## src/rtl/scan_disp_pkg.sv

```systemverilog
// Shared constants for the scancode history display: FSM states, prefix bytes and hex glyphs.
package scan_disp_pkg;

  typedef enum logic [1:0] {
    ST_IDLE  = 2'd0,
    ST_EXT   = 2'd1,
    ST_BREAK = 2'd2
  } state_t;

  localparam int unsigned BYTE_W  = 8;
  localparam int unsigned SEG_W   = 8;
  localparam int unsigned NIBBLE_W = 4;

  // Active-high encoding of a dark digit; the parent inverts for active-low panels.
  localparam logic [SEG_W-1:0] SEG_BLANK = 8'h00;

  localparam logic [BYTE_W-1:0] PFX_EXT   = 8'hE0;
  localparam logic [BYTE_W-1:0] PFX_BREAK = 8'hF0;

  // Bit 7 = a ... bit 1 = g, bit 0 = dp (always off); entry 15 first.
  localparam logic [15:0][SEG_W-1:0] HEX_GLYPH = {
    8'h8E, 8'h9E, 8'h7A, 8'h9C, 8'h3E, 8'hEE, 8'hF6, 8'hFE,
    8'hE0, 8'hBE, 8'hB6, 8'h66, 8'hF2, 8'hDA, 8'h60, 8'hFC
  };

endpackage

```

## src/rtl/scan_history_disp_hex7seg.sv

```systemverilog
// Combinational nibble to active-high seven-segment glyph decoder.
module hex7seg
  import scan_disp_pkg::*;
(
  input  logic [NIBBLE_W-1:0] nibble,
  output logic [SEG_W-1:0]    segs_c
);

  assign segs_c = HEX_GLYPH[nibble];

endmodule

```

## src/rtl/scan_history_disp.sv

```systemverilog
// PS/2 scancode history shown as hex digits, newest byte in slot 0, with break-code filtering.
module scan_history_disp
  import scan_disp_pkg::*;
#(
  parameter int unsigned NUM_SLOTS    = 3,
  parameter bit          FILTER_BREAK = 1'b1,
  parameter bit          ACTIVE_LOW   = 1'b1
) (
  input  logic                       clk,
  input  logic                       rst,
  input  logic                       valid,
  input  logic [BYTE_W-1:0]          data,
  input  logic                       clear,
  input  logic                       freeze,
  output logic [NUM_SLOTS*16-1:0]    seg,
  output logic [BYTE_W-1:0]          key_count
);

  localparam int unsigned DIGITS = NUM_SLOTS * 2;
  localparam logic [SEG_W-1:0] BLANK_OUT = ACTIVE_LOW ? ~SEG_BLANK : SEG_BLANK;

  state_t state, state_nxt;
  logic   push_c;

  logic [NUM_SLOTS-1:0][BYTE_W-1:0] slot_q, slot_d;
  logic [NUM_SLOTS-1:0]             occ_q, occ_d;
  logic [NUM_SLOTS*16-1:0]          seg_d;

  // State register
  always_ff @(posedge clk) begin
    if (rst) state <= ST_IDLE;
    else     state <= state_nxt;
  end

  // Next state: prefixes advance the FSM even while frozen
  always_comb begin
    state_nxt = state;
    if (clear) begin
      state_nxt = ST_IDLE;
    end else if (valid && FILTER_BREAK) begin
      unique case (state)
        ST_IDLE: begin
          if (data == PFX_EXT)        state_nxt = ST_EXT;
          else if (data == PFX_BREAK) state_nxt = ST_BREAK;
        end
        ST_EXT:   state_nxt = (data == PFX_BREAK) ? ST_BREAK : ST_IDLE;
        ST_BREAK: state_nxt = ST_IDLE;
        default:  state_nxt = ST_IDLE;
      endcase
    end
  end

  // Output decode: which bytes land in the history
  always_comb begin
    push_c = 1'b0;
    if (valid && !clear && !freeze) begin
      if (!FILTER_BREAK) begin
        push_c = 1'b1;
      end else begin
        unique case (state)
          ST_IDLE:  push_c = (data != PFX_EXT) && (data != PFX_BREAK);
          ST_EXT:   push_c = (data != PFX_BREAK);
          ST_BREAK: push_c = 1'b0;
          default:  push_c = 1'b0;
        endcase
      end
    end
  end

  // Shift register next values and per-slot digit rendering
  for (genvar s = 0; s < NUM_SLOTS; s++) begin : g_slot
    logic [SEG_W-1:0] glyph_lo_c, glyph_hi_c;

    if (s == 0) begin : g_head
      assign slot_d[s] = push_c ? data : slot_q[s];
      assign occ_d[s]  = clear ? 1'b0 : (push_c ? 1'b1 : occ_q[s]);
    end else begin : g_tail
      assign slot_d[s] = push_c ? slot_q[s-1] : slot_q[s];
      assign occ_d[s]  = clear ? 1'b0 : (push_c ? occ_q[s-1] : occ_q[s]);
    end

    hex7seg u_lo (.nibble(slot_d[s][3:0]), .segs_c(glyph_lo_c));
    hex7seg u_hi (.nibble(slot_d[s][7:4]), .segs_c(glyph_hi_c));

    assign seg_d[16*s +: 8]     = occ_d[s] ? (ACTIVE_LOW ? ~glyph_lo_c : glyph_lo_c) : BLANK_OUT;
    assign seg_d[16*s + 8 +: 8] = occ_d[s] ? (ACTIVE_LOW ? ~glyph_hi_c : glyph_hi_c) : BLANK_OUT;
  end

  // History, display and counter registers; seg is fed from next-state so a push shows one cycle later
  always_ff @(posedge clk) begin
    if (rst) begin
      slot_q    <= '0;
      occ_q     <= '0;
      seg       <= {DIGITS{BLANK_OUT}};
      key_count <= '0;
    end else begin
      slot_q <= slot_d;
      occ_q  <= occ_d;
      seg    <= seg_d;
      if (push_c) key_count <= key_count + 8'd1;
    end
  end

endmodule

```

## config.mk

```make
export PLATFORM = sky130hd
export DESIGN_NAME = scan_history_disp
export DESIGN_NICKNAME = d
export VERILOG_FILES = /design/src/rtl/scan_disp_pkg.sv /design/src/rtl/scan_history_disp_hex7seg.sv /design/src/rtl/scan_history_disp.sv
export SDC_FILE = /design/constraint.sdc
export NUM_CORES = 1
export LEC_CHECK = 0
export CORE_ASPECT_RATIO = 1.4
export CORE_MARGIN = 1.5
export CORE_UTILIZATION = 49
export DETAILED_ROUTE_END_ITERATION = 8
export PLACE_DENSITY = 0.77
export SLEW_MARGIN = 20
export SYNTH_ARGS = -nofsm -noshare
export SYNTH_HDL_FRONTEND = slang
export SYNTH_SLANG_ARGS = --single-unit
```

## constraint.sdc

```tcl
create_clock -name clk -period 3 [get_ports clk]
set_clock_uncertainty 0.2 [all_clocks]
set_input_delay 0.6 -clock clk [delete_from_list [all_inputs] [get_ports clk]]
set_output_delay 0.6 -clock clk [all_outputs]
set_load 0.005 [all_outputs]
```

==> summary.txt <==
Yosys
  • Avg Cell Area, Syn: a little under 9 sq um
  • Ys Warns: 0
  • Yosys reg bits: a little under 80
  • Mapped cell area: between 0.004 and 0.005 sq mm
  • Yosys cell types: 68
  • EDFF count, synth: 0
  • Gate Count Post-Synth: ~520
  • Async SR Flop Fraction: 0
  • Ys flop type: dfxtp_1
  • Seq/Total Area, Yosys: 0.3528

Timing
  • Final Worst Setup Slack: ~0.069 ns
  • Pin slew with the least headroom to its limit: 0.5277 ns
  • Fin. max-slew vios: 0
  • Hold Vio Cnt, Final: 0
  • Fin Hold WS: between 0.3 and 0.4 ns
  • Final setup fails: 0
  • Max Fclk: 341.2 MHz
  • Crit path time final: 2.931 ns
  • Period utilization: 0.9769
  • Max_slew headroom: 0.6477

Clocking
  • Clk root buf: clkbuf_16
  • CTS H-tree lvls: 3
  • Max Root-Sink Buffers: 2
  • Sink Count: 79
  • Num CTS Buffers: 9
  • Clock Pin Slew Worst Setup and Hold Paths: around 0.060 ns
  • Hold buffers post-CTS: 0
  • Clk Latency, worst-skew pair: about 0.34 ns
  • CTS tree: built

Setup path
  • Reg2reg start: state[1]
  • R2R cell count: 6
  • Slowest CP cell: clkdlybuf4s50_1
  • R2R Path End: seg[18]
  • Critical path class: in -> reg
  • Critical Path Fanout Max: 17
  • CP top delay family: buffers and inverters
  • Worst EP required: ~3.0 ns
  • Crit path DAT: 2.93 ns
  • Cell Chain, Critical Path: clkdlybuf4s50_1, and4b_1, nand3_2, nand2_4, mux2_2, buf_4, ha_1, o22ai_1, o211ai_1
  • Worst path depth: 9
  • Setup crit start kind: primary input
  • Critical path buffers and inverters: 2
  • Flop2flop setup slack: 0.43 ns
  • Slowest stage delay, CP: roughly 0.54 ns
  • CP endpoint kind: flop

Cells and area
  • Fillcell total: 761
  • Final net count: 676
  • Final Util: 0.6686
  • Share of cells above drive strength 1: 0.2000
  • Area growth syn-to-layout: 33.88%
  • Non-Filler Instances: 752
  • ANT cells: 0

Detailed routing
  • Routed Antenna Nets: 0
  • Drt first-iter violations: 244
  • Drt wl/cell: 16.61 microns
  • Post-Route WL: 12,490 microns
  • Vias/cell: 5.903
  • Drt first pass iters: 5
  • Vias: 4,439
  • DRC viols: 0

Die
  • Die X: 83.84 microns
  • Die Y: 116.2 microns
  • Die area: ~0.0097 sq mm
  • Ports: 69
  • Rows: between 40 and 50
  • Initial core utilization: 0.4994
  • Core Footprint: 0.008977 sq mm

Power and ir drop
  • LEAKAGE: 0.002479 uW
  • Worst VDD drop: between 0.4 and 0.5 mV
  • Cell area power density: 391.0 mW/mm^2

Global routing
  • GR Overflow Total: 0
  • Number of global-route vias before repair: 4,305
  • Antenna violations before repair: 0
  • Global-route wire length before repair: 20,000 microns
  • Largest net degree at the start of global routing: 33
  • Total GRT Usage: 0.2545

Min path
  • Worst Hold Depth: 2
  • Hold Path Sink: key_count[1]
  • Min-delay src: key_count[1]
  • Hold crit path type: reg -> reg

Placed design
  • Hpwl dp: between 9000 and 10,000 microns
  • Placed cells: approximately 730
  • PortBufs: 62
  • Pre-CTS WS: -0.2969 ns
  • RePlAce Congestion: approximately 0.95

Flow run
  • Max Cap Viol: 0

Outcome
  • Status: completed
==> report_power, final <==
group          switching [uW]  internal (uW)
clock                     423            620
combinational             119            110
sequential               14.7           1060
==> worst max-delay path by stage <==
stage	startpoint	end	slack, ns
finish	data[5]	seg[2]	0.07
global route	data[0]	seg[31]	-0.01
CTS	valid	seg[18]	0.05
detailed placement	valid	seg[18]	-0.30
global placement	clear	seg[18]	-0.27
floorplan	clear	seg[31]	0.02
==> worst min-delay path: cells and delay by family (launching register included) <==
kind,cells,cell delay [ns]
AOI/OAI and AO/OA,1,0.05
DFF,1,0.35
and+or+nand+nor,1,0.07
==> layout make-up <==
cell class | count | area, sq um | share of cell area
clock buffers | 12 | 266.5 | 0.04440
clock inverters | 3 | 17.52 | 0.002918
inverters | 19 | 71.32 | 0.01188
multi-input cells | 383 | 2658 | 0.4428
flip-flops and latches | 79 | 1582 | 0.2635
well taps | 107 | 133.9 | 0.02231
repair buffers | 149 | 1274 | 0.2122
==> cell usage in the layout, fill, tap and decap left out, types with 10 or more instances in the layout <==
master / instances
a21oi_1: 11
buf_4: 87
clkdlybuf4s50_1: 62
dfxtp_1: 79
ha_1: 22
inv_1: 16
mux2_2: 10
mux2i_1: 29
nand2_1: 40
nand2b_1: 11
nand3_1: 15
nor2_1: 64
nor3_1: 12
o211ai_1: 17
o21ai_0: 11
o221ai_1: 15
==> per-layer routing <==
layer,up-vias,part of all wire,global-route usage
met3,42,0.035,0.03675
met4,0,0.040,0.1377
met2,146,0.52,0.4823
met5,-,0,0
met1,2131,0.41,0.2729
li1,2120,-,-
==> cell families after synthesis <==
group	Yosys count	synth area share
DFF	79	0.3528
xor gates and xnor gates	9	0.01758
muxes	43	0.1005
adders and majority gates	22	0.06140
buffers and inverters	59	0.06531
AOI/OAI and AO/OA	105	0.1753
and+or+nand+nor	198	0.2263
other	1	0.0008365
==> synthesized netlist by cell type, types with 3 or more instances <==
| cell | number | share of area |
|---|---|---|
| nand2_1 | 40 | 0.033 |
| buf_4 | 8 | 0.013 |
| o2111ai_1 | 3 | 0.0059 |
| ha_1 | 22 | 0.061 |
| o22ai_1 | 5 | 0.0070 |
| nand4_1 | 8 | 0.011 |
| o21ai_0 | 11 | 0.012 |
| nand2b_1 | 11 | 0.015 |
| a21oi_1 | 11 | 0.012 |
| nor4b_1 | 3 | 0.0059 |
| xor2_1 | 7 | 0.014 |
| nor2b_1 | 4 | 0.0056 |
| o211ai_1 | 17 | 0.028 |
| a221o_1 | 3 | 0.0067 |
| mux2_2 | 10 | 0.025 |
| or3_1 | 7 | 0.0098 |
| o31ai_1 | 4 | 0.0067 |
| nand3_1 | 16 | 0.018 |
| a21boi_0 | 4 | 0.0067 |
| mux2i_1 | 31 | 0.069 |
| and3b_1 | 4 | 0.0078 |
| clkbuf_1 | 16 | 0.013 |
| nor3_1 | 12 | 0.013 |
| dfxtp_1 | 79 | 0.35 |
| and3_1 | 9 | 0.013 |
| o221ai_1 | 15 | 0.029 |
| buf_2 | 11 | 0.012 |
| nor4_1 | 5 | 0.0070 |
| inv_1 | 16 | 0.013 |
| o311ai_1 | 6 | 0.012 |
| nor2_1 | 64 | 0.054 |
| a31oi_1 | 5 | 0.0070 |
| o311ai_0 | 5 | 0.0098 |
==> stage by stage <==
stage	power [uW]	setup TNS, ns	instance area (sq um)
2_1_floorplan	1217	0	4509
3_3_place_gp	1309	-4.815	5673
3_5_place_dp	1316	-6.475	5673
4_1_cts	2353	0	5957
5_1_grt	2410	-0.01004	6002
6_report	2347	0	6002
==> state kept, by name, summed over array words and instances (netlist names) <==
name and flops:
key_count 8, seg 42, occ_q 3, slot_q 24
state 2
==> what timing repair did <==
action,CTS,global route
endpoints found under the setup margin,0,11
setup buffers,0,3
resized for setup,0,5
No activity file was read; power rests on OpenSTA's default activity.
